File: config.mk
export PLATFORM = sky130hd
export DESIGN_NAME = ram_port_arbiter
export DESIGN_NICKNAME = d
export VERILOG_FILES = /design/src/rtl/ram_port_arbiter.sv
export SDC_FILE = /design/constraint.sdc
export NUM_CORES = 1
export LEC_CHECK = 0
export CORE_AREA = 5 5 111 113
export DETAILED_ROUTE_END_ITERATION = 16
export DIE_AREA = 0 0 116 118
export GPL_TIMING_DRIVEN = 1
export PLACE_DENSITY = 0.74
export SETUP_SLACK_MARGIN = 0.02
export SLEW_MARGIN = 30
export SYNTH_ARGS = -nofsm -noshare
export SYNTH_HDL_FRONTEND = slang
export SYNTH_SLANG_ARGS = --single-unit
File: constraint.sdc
create_clock -name clk -period 5.1 [get_ports clk]
set_clock_uncertainty 0.15 [all_clocks]
set_input_delay 1.02 -clock clk [delete_from_list [all_inputs] [get_ports clk]]
set_output_delay 1.02 -clock clk [all_outputs]
set_load 0.1 [all_outputs]
File: src/rtl/ram_port_arbiter.sv
// rtl/ram_port_arbiter.sv - round-robin arbiter with bounded burst lock in front of one RAM port
//
// Purpose:
//   Shares a single port of the on-chip weight/activation RAM among NUM_REQ
//   requesters (DMA fill, PE-array fetch, debug readback, ...). Grants are
//   issued combinationally, one per cycle, round-robin from rr_ptr_q. A
//   requester asserting req_lock keeps the grant for up to MAX_BURST
//   consecutive beats. Read data returns one cycle after acceptance and is
//   flagged to the issuing requester through rsp_valid.
//
// Ports:
//   clk        in   clock, also clocks the RAM port
//   rst        in   synchronous active-high reset
//   req_valid  in   [NUM_REQ]             request valid per requester
//   req_we     in   [NUM_REQ]             1 = write, 0 = read
//   req_lock   in   [NUM_REQ]             keep the grant next cycle
//   req_addr   in   [NUM_REQ*ADDR_WIDTH]  packed addresses, slice i = requester i
//   req_wdata  in   [NUM_REQ*DATA_WIDTH]  packed write data, slice i = requester i
//   req_ready  out  [NUM_REQ]             one-hot grant (accept when valid & ready)
//   rsp_valid  out  [NUM_REQ]             one-hot read-data-valid
//   rsp_rdata  out  [DATA_WIDTH]          read data, shared by all requesters
//   ram_en     out                        RAM port enable
//   ram_we     out                        RAM port write enable
//   ram_addr   out  [ADDR_WIDTH]          RAM port address
//   ram_din    out  [DATA_WIDTH]          RAM port write data
//   ram_dout   in   [DATA_WIDTH]          RAM port read data, 1 cycle after en

module ram_port_arbiter #(
  parameter int NUM_REQ    = 4,
  parameter int DATA_WIDTH = 32,
  parameter int ADDR_WIDTH = 10,
  parameter int MAX_BURST  = 8
) (
  input  logic                          clk,
  input  logic                          rst,
  input  logic [NUM_REQ-1:0]            req_valid,
  input  logic [NUM_REQ-1:0]            req_we,
  input  logic [NUM_REQ-1:0]            req_lock,
  input  logic [NUM_REQ*ADDR_WIDTH-1:0] req_addr,
  input  logic [NUM_REQ*DATA_WIDTH-1:0] req_wdata,
  output logic [NUM_REQ-1:0]            req_ready,
  output logic [NUM_REQ-1:0]            rsp_valid,
  output logic [DATA_WIDTH-1:0]         rsp_rdata,
  output logic                          ram_en,
  output logic                          ram_we,
  output logic [ADDR_WIDTH-1:0]         ram_addr,
  output logic [DATA_WIDTH-1:0]         ram_din,
  input  logic [DATA_WIDTH-1:0]         ram_dout
);

  localparam int IDX_W  = (NUM_REQ > 1) ? $clog2(NUM_REQ) : 1;
  localparam int BEAT_W = $clog2(MAX_BURST + 1);
  localparam logic [IDX_W-1:0]  LAST_IDX  = IDX_W'(NUM_REQ - 1);
  localparam logic [BEAT_W-1:0] BURST_MAX = BEAT_W'(MAX_BURST);

  // Arbitration state
  logic [IDX_W-1:0]  rr_ptr_q,    rr_ptr_d;
  logic [IDX_W-1:0]  owner_q,     owner_d;
  logic              owner_vld_q, owner_vld_d;
  logic [BEAT_W-1:0] beat_cnt_q,  beat_cnt_d;

  // Read-return tracking
  logic              rd_pend_q,   rd_pend_d;
  logic [IDX_W-1:0]  rd_idx_q,    rd_idx_d;

  // Grant decode
  logic              lock_mode;
  logic              grant_vld;
  logic [IDX_W-1:0]  grant_idx;
  logic              grant_we;
  logic              grant_lock;
  logic [IDX_W:0]    rr_sum;

  // Lock holds only while the owner still requests and has beats left;
  // once exhausted the owner falls back to plain round-robin, where rr_ptr_q
  // already points past it so other waiters win first.
  always_comb begin
    lock_mode = owner_vld_q && req_valid[owner_q] && (beat_cnt_q < BURST_MAX);
    grant_vld = 1'b0;
    grant_idx = '0;
    rr_sum    = '0;
    if (!rst) begin
      if (lock_mode) begin
        grant_vld = 1'b1;
        grant_idx = owner_q;
      end else begin
        for (int k = 0; k < NUM_REQ; k++) begin
          // rr_ptr_q + k stays below 2*NUM_REQ, so one subtraction wraps it.
          rr_sum = {1'b0, rr_ptr_q} + (IDX_W+1)'(k);
          if (rr_sum >= (IDX_W+1)'(NUM_REQ)) begin
            rr_sum = rr_sum - (IDX_W+1)'(NUM_REQ);
          end
          if (!grant_vld && req_valid[rr_sum[IDX_W-1:0]]) begin
            grant_vld = 1'b1;
            grant_idx = rr_sum[IDX_W-1:0];
          end
        end
      end
    end
  end

  // Steer the granted requester's fields onto the RAM port.
  always_comb begin
    req_ready  = '0;
    grant_we   = 1'b0;
    grant_lock = 1'b0;
    ram_addr   = '0;
    ram_din    = '0;
    for (int i = 0; i < NUM_REQ; i++) begin
      if (grant_vld && (grant_idx == IDX_W'(i))) begin
        req_ready[i] = 1'b1;
        grant_we     = req_we[i];
        grant_lock   = req_lock[i];
        ram_addr     = req_addr[i*ADDR_WIDTH +: ADDR_WIDTH];
        ram_din      = req_wdata[i*DATA_WIDTH +: DATA_WIDTH];
      end
    end
    ram_en = grant_vld;
    ram_we = grant_vld && grant_we;
  end

  // Next-state: idle cycles and unlocked grants clear the lock; only an
  // accepted read leaves a response pending for the next cycle.
  always_comb begin
    rr_ptr_d    = rr_ptr_q;
    owner_d     = owner_q;
    owner_vld_d = 1'b0;
    beat_cnt_d  = '0;
    rd_pend_d   = 1'b0;
    rd_idx_d    = rd_idx_q;
    if (grant_vld) begin
      rr_ptr_d = (grant_idx == LAST_IDX) ? '0 : grant_idx + IDX_W'(1);
      if (grant_lock) begin
        owner_d     = grant_idx;
        owner_vld_d = 1'b1;
        // Continue counting only inside a live burst; a regrant after the
        // burst limit (lone locker) starts a fresh burst at 1.
        if (lock_mode && (grant_idx == owner_q)) begin
          beat_cnt_d = beat_cnt_q + BEAT_W'(1);
        end else begin
          beat_cnt_d = BEAT_W'(1);
        end
      end
      if (!grant_we) begin
        rd_pend_d = 1'b1;
        rd_idx_d  = grant_idx;
      end
    end
  end

  always_ff @(posedge clk) begin
    if (rst) begin
      rr_ptr_q    <= '0;
      owner_q     <= '0;
      owner_vld_q <= 1'b0;
      beat_cnt_q  <= '0;
      rd_pend_q   <= 1'b0;
      rd_idx_q    <= '0;
    end else begin
      rr_ptr_q    <= rr_ptr_d;
      owner_q     <= owner_d;
      owner_vld_q <= owner_vld_d;
      beat_cnt_q  <= beat_cnt_d;
      rd_pend_q   <= rd_pend_d;
      rd_idx_q    <= rd_idx_d;
    end
  end

  // The RAM registers its output, so read data lines up with rd_pend_q and
  // passes straight through; rst masks a response still in flight.
  always_comb begin
    rsp_valid = '0;
    for (int i = 0; i < NUM_REQ; i++) begin
      rsp_valid[i] = !rst && rd_pend_q && (rd_idx_q == IDX_W'(i));
    end
  end

  assign rsp_rdata = ram_dout;

endmodule

==> impl_metrics.ini <==
[worst_setup_path]
cp_num_cells = 15
r2r_cells = 13
crit_required_ns = 3.93
worst-setup-path-type = input pin to primary output
crit_path_cell_trace = dlygate4sd2_1 > nor2b_2 > a2111o_1 > a211o_4 > nand2b_4 > inv_16 > nand2_1 > ha_2 > nor2b_4 > buf_4 > buf_12 > a221oi_1 > buf_4 > nor3_4 > buf_12
cp_max_fo = 14
crit_path_end_kind = primary output
critPathBufInv = 6
critical-path-max-stage-delay_ns = 0.35
start_kind = input pin
cpMaxStageDelayCell = a211o_4
arrival_ns = 3.81
path_delay_family = buffers and inverters

[clocking]
clk_latency_ns = 0.24
cts_tree = done
cts_sinks = 12
numCtsBuffers = 3
hold_buffers = 0
ctsLongestPathBuffers = 2
clkTransAtPathRegs_ns = 0.04
htree_levels = 1
cts_root_buf = clkbuf_16

[synth]
synth_most_common_cell = a21oi_1
synth_fa_ha_area_share_pct = 2.53
synth_edf_count = 0
synth_compound_area_share_pct = 39.7
yosys.area.top_type = a21oi_1
yosys.area.top_type_share_pct = 18.2
ys_async_sr_fraction_pct = 0
synth-xor-area-share_pct = 0.707
synth_top_family_by_area = compound AO/OA/AOI/OAI gates
synth_area_leaders = a21oi_1 (18%), a221oi_1 (15%), dfxtp_1 (9.7%), nor3_1 (9.7%), buf_4 (9.7%)
synthMuxAreaShare_pct = 2.53
synthFlopType = dfxtp_1
yosys_warnings = 0
synth.avg_cell_area_um2 = 6.42
yosys.area_share.simple_pct = 20.4
ys_seq_area_share_pct = 9.70
synth_area_um2 = 2480
synth_cells = 386
ys_types = 45
synth_seq_cells = 12
synth_commonest_cells = a21oi_1 (90), nor3_1 (48), inv_1 (47)
synth_fp_nets = 605

[routing]
routed_wl_mm = 14.7
highest_layer = met4
wl_met3_mm = 1.39
wl_met1_mm = 5.22
vias_per_cell = 5.07
post_drt_wl_per_cell_um = 19.0
drc = 0
drt-initial-drc-count = 222
dr.pass1.iters = 4
via_count = 3911
dr_wl_met2_mm = 7.66
final_antenna_net_count = 0

[sta]
whs_ns = 0.332
report.final.setup_viol = 0
drv_slew = 0
fmax_mhz = 201
tns_ns = 0
finalCriticalPeriod_ns = 4.98
hold_viol_final = 0
rsz0062_at_grt = false
slew_headroom_pct = 53.2
fin_crit_sh_pct = 97.6
tightestPinTransition_ns = 0.703

[cells_and_area]
area_growth_pct = 165
nets = 848
drive_gt1_share_pct = 34.2
n_antenna_cell = 0
fillers = 961

[global_routing]
first_global_vias = 4091
grt_use_total_pct = 19.3
globalRouteOverflowTotal = 0
grt_max_degree = 33
grt_pass1_wl_mm = 21.1
antenna_found_initial = 0

[pwr]
power_density_nw_per_um2 = 409
leakagePower_nw = 2.62
vdd_drop_max_mv = 0.214

[status]
status = finished, final reports clean

[hold_path]
holdCritPathClass = flop to flop
hold_depth = 1

[job]
cap_violations = 0

[place]
finalWeightedCongestion = 0.814
port_buffers = 233
place_hpwl_mm = 11.7

[floorplan]
num_io_pins = 298
dieArea_um2 = 13700
die_x_um = 116
initial_utilization_pct = 22.1
die-height_um = 118
core_um2 = 11200
fp-row-count = 39
## report_power, final
group          switching (mW)  total, mW  leakage [nW]  internal (mW)
sequential             0.0280      0.142        0.0986          0.114
clock                  0.0430      0.161        0.0442          0.118
combinational            1.35       2.39          2.48           1.03
## cells by family (layout without fill, tap and decap cells)
family	Yosys count	in the layout
XOR/XNOR	2	2
AND/OR/NAND/NOR	95	95
adder cells (fa/ha/maj)	5	5
multiplexers	5	5
buffers and inverters	117	359
AO/OA/AOI/OAI	150	150
flip-flops	12	12
## metrics by stage
stage | setup WS [ns] | instances | utilization, % | total power [mW] | area [um^2]
after global placement | -0.120 | 762 | 56.0 | 2.39 | 6280
after detailed placement | -0.213 | 762 | 56.0 | 2.43 | 6280
after floorplan | -0.0338 | 386 | - | 1.63 | 3130
after CTS | 0.0427 | 766 | 57.0 | 2.60 | 6400
after global routing | 0.00731 | 771 | 58.5 | 2.81 | 6570
final | 0.122 | 771 | 58.5 | 2.69 | 6570
## repair_timing
action | in CTS | in global routing
setup endpoints to repair | 43 | 41
gates cloned | 0 | 2
buffers inserted | 0 | 3
gates resized for setup | 10 | 17
endpoints found under the hold margin | 0 | 0
pin swaps | 0 | 1
## layout make-up
type,count,area (um^2),share of cell area (%)
timing repair buffer,307,3510,53.5
multi-input combinational,257,2350,35.8
sequential,12,240,3.66
inverter,48,196,2.99
tap,143,179,2.72
clock buffer,4,88.8,1.35
## path summary, 6_finish.rpt
kind,start,end,slack [ns]
max,req_valid[2],ram_din[1],0.12
min,beat_cnt_q[0],beat_cnt_q[0],0.33
max reg2reg,rr_ptr_q[1],beat_cnt_q[2],1.42
min reg2reg,beat_cnt_q[0],beat_cnt_q[0],0.33
## layout by cell type, fill, tap and decap left out, types with 2 or more instances in the layout
cell | Yosys | final
a221oi_4 | 0 | 2
o21ai_0 | 3 | 3
inv_1 | 47 | 47
ha_2 | 0 | 2
dlygate4sd2_1 | 0 | 4
and3_1 | 2 | 2
nand2b_1 | 5 | 4
and2_1 | 6 | 5
or2_2 | 3 | 2
mux2i_1 | 4 | 2
dfxtp_1 | 12 | 12
buf_6 | 5 | 3
nor2_1 | 11 | 10
nand3_1 | 3 | 3
nor4_1 | 2 | 2
clkbuf_16 | 0 | 5
clkdlybuf4s50_1 | 0 | 177
a21oi_1 | 90 | 90
buf_4 | 32 | 64
nor2b_1 | 5 | 3
o31ai_1 | 2 | 2
buf_12 | 0 | 57
nand2_1 | 5 | 5
a221oi_2 | 0 | 18
nand2b_4 | 0 | 2
a221oi_1 | 43 | 23
nor3_1 | 48 | 6
ha_4 | 0 | 2
nor3_4 | 0 | 42
## registers in the layout (all words and copies together), names as in the netlist
signal	flops
rd_idx_q	2
owner_q	2
owner_vld_q	1
beat_cnt_q	4
rd_pend_q	1
rr_ptr_q	2
## metal layers
layer | GRT usage, % | vias to the layer above
met4 | 6.74 | 0
met2 | 36.0 | 212
met5 | 0 | -
met3 | 5.40 | 35
met1 | 20.2 | 1805
li1 | - | 1859
No activity file was read; power rests on OpenSTA's default activity.
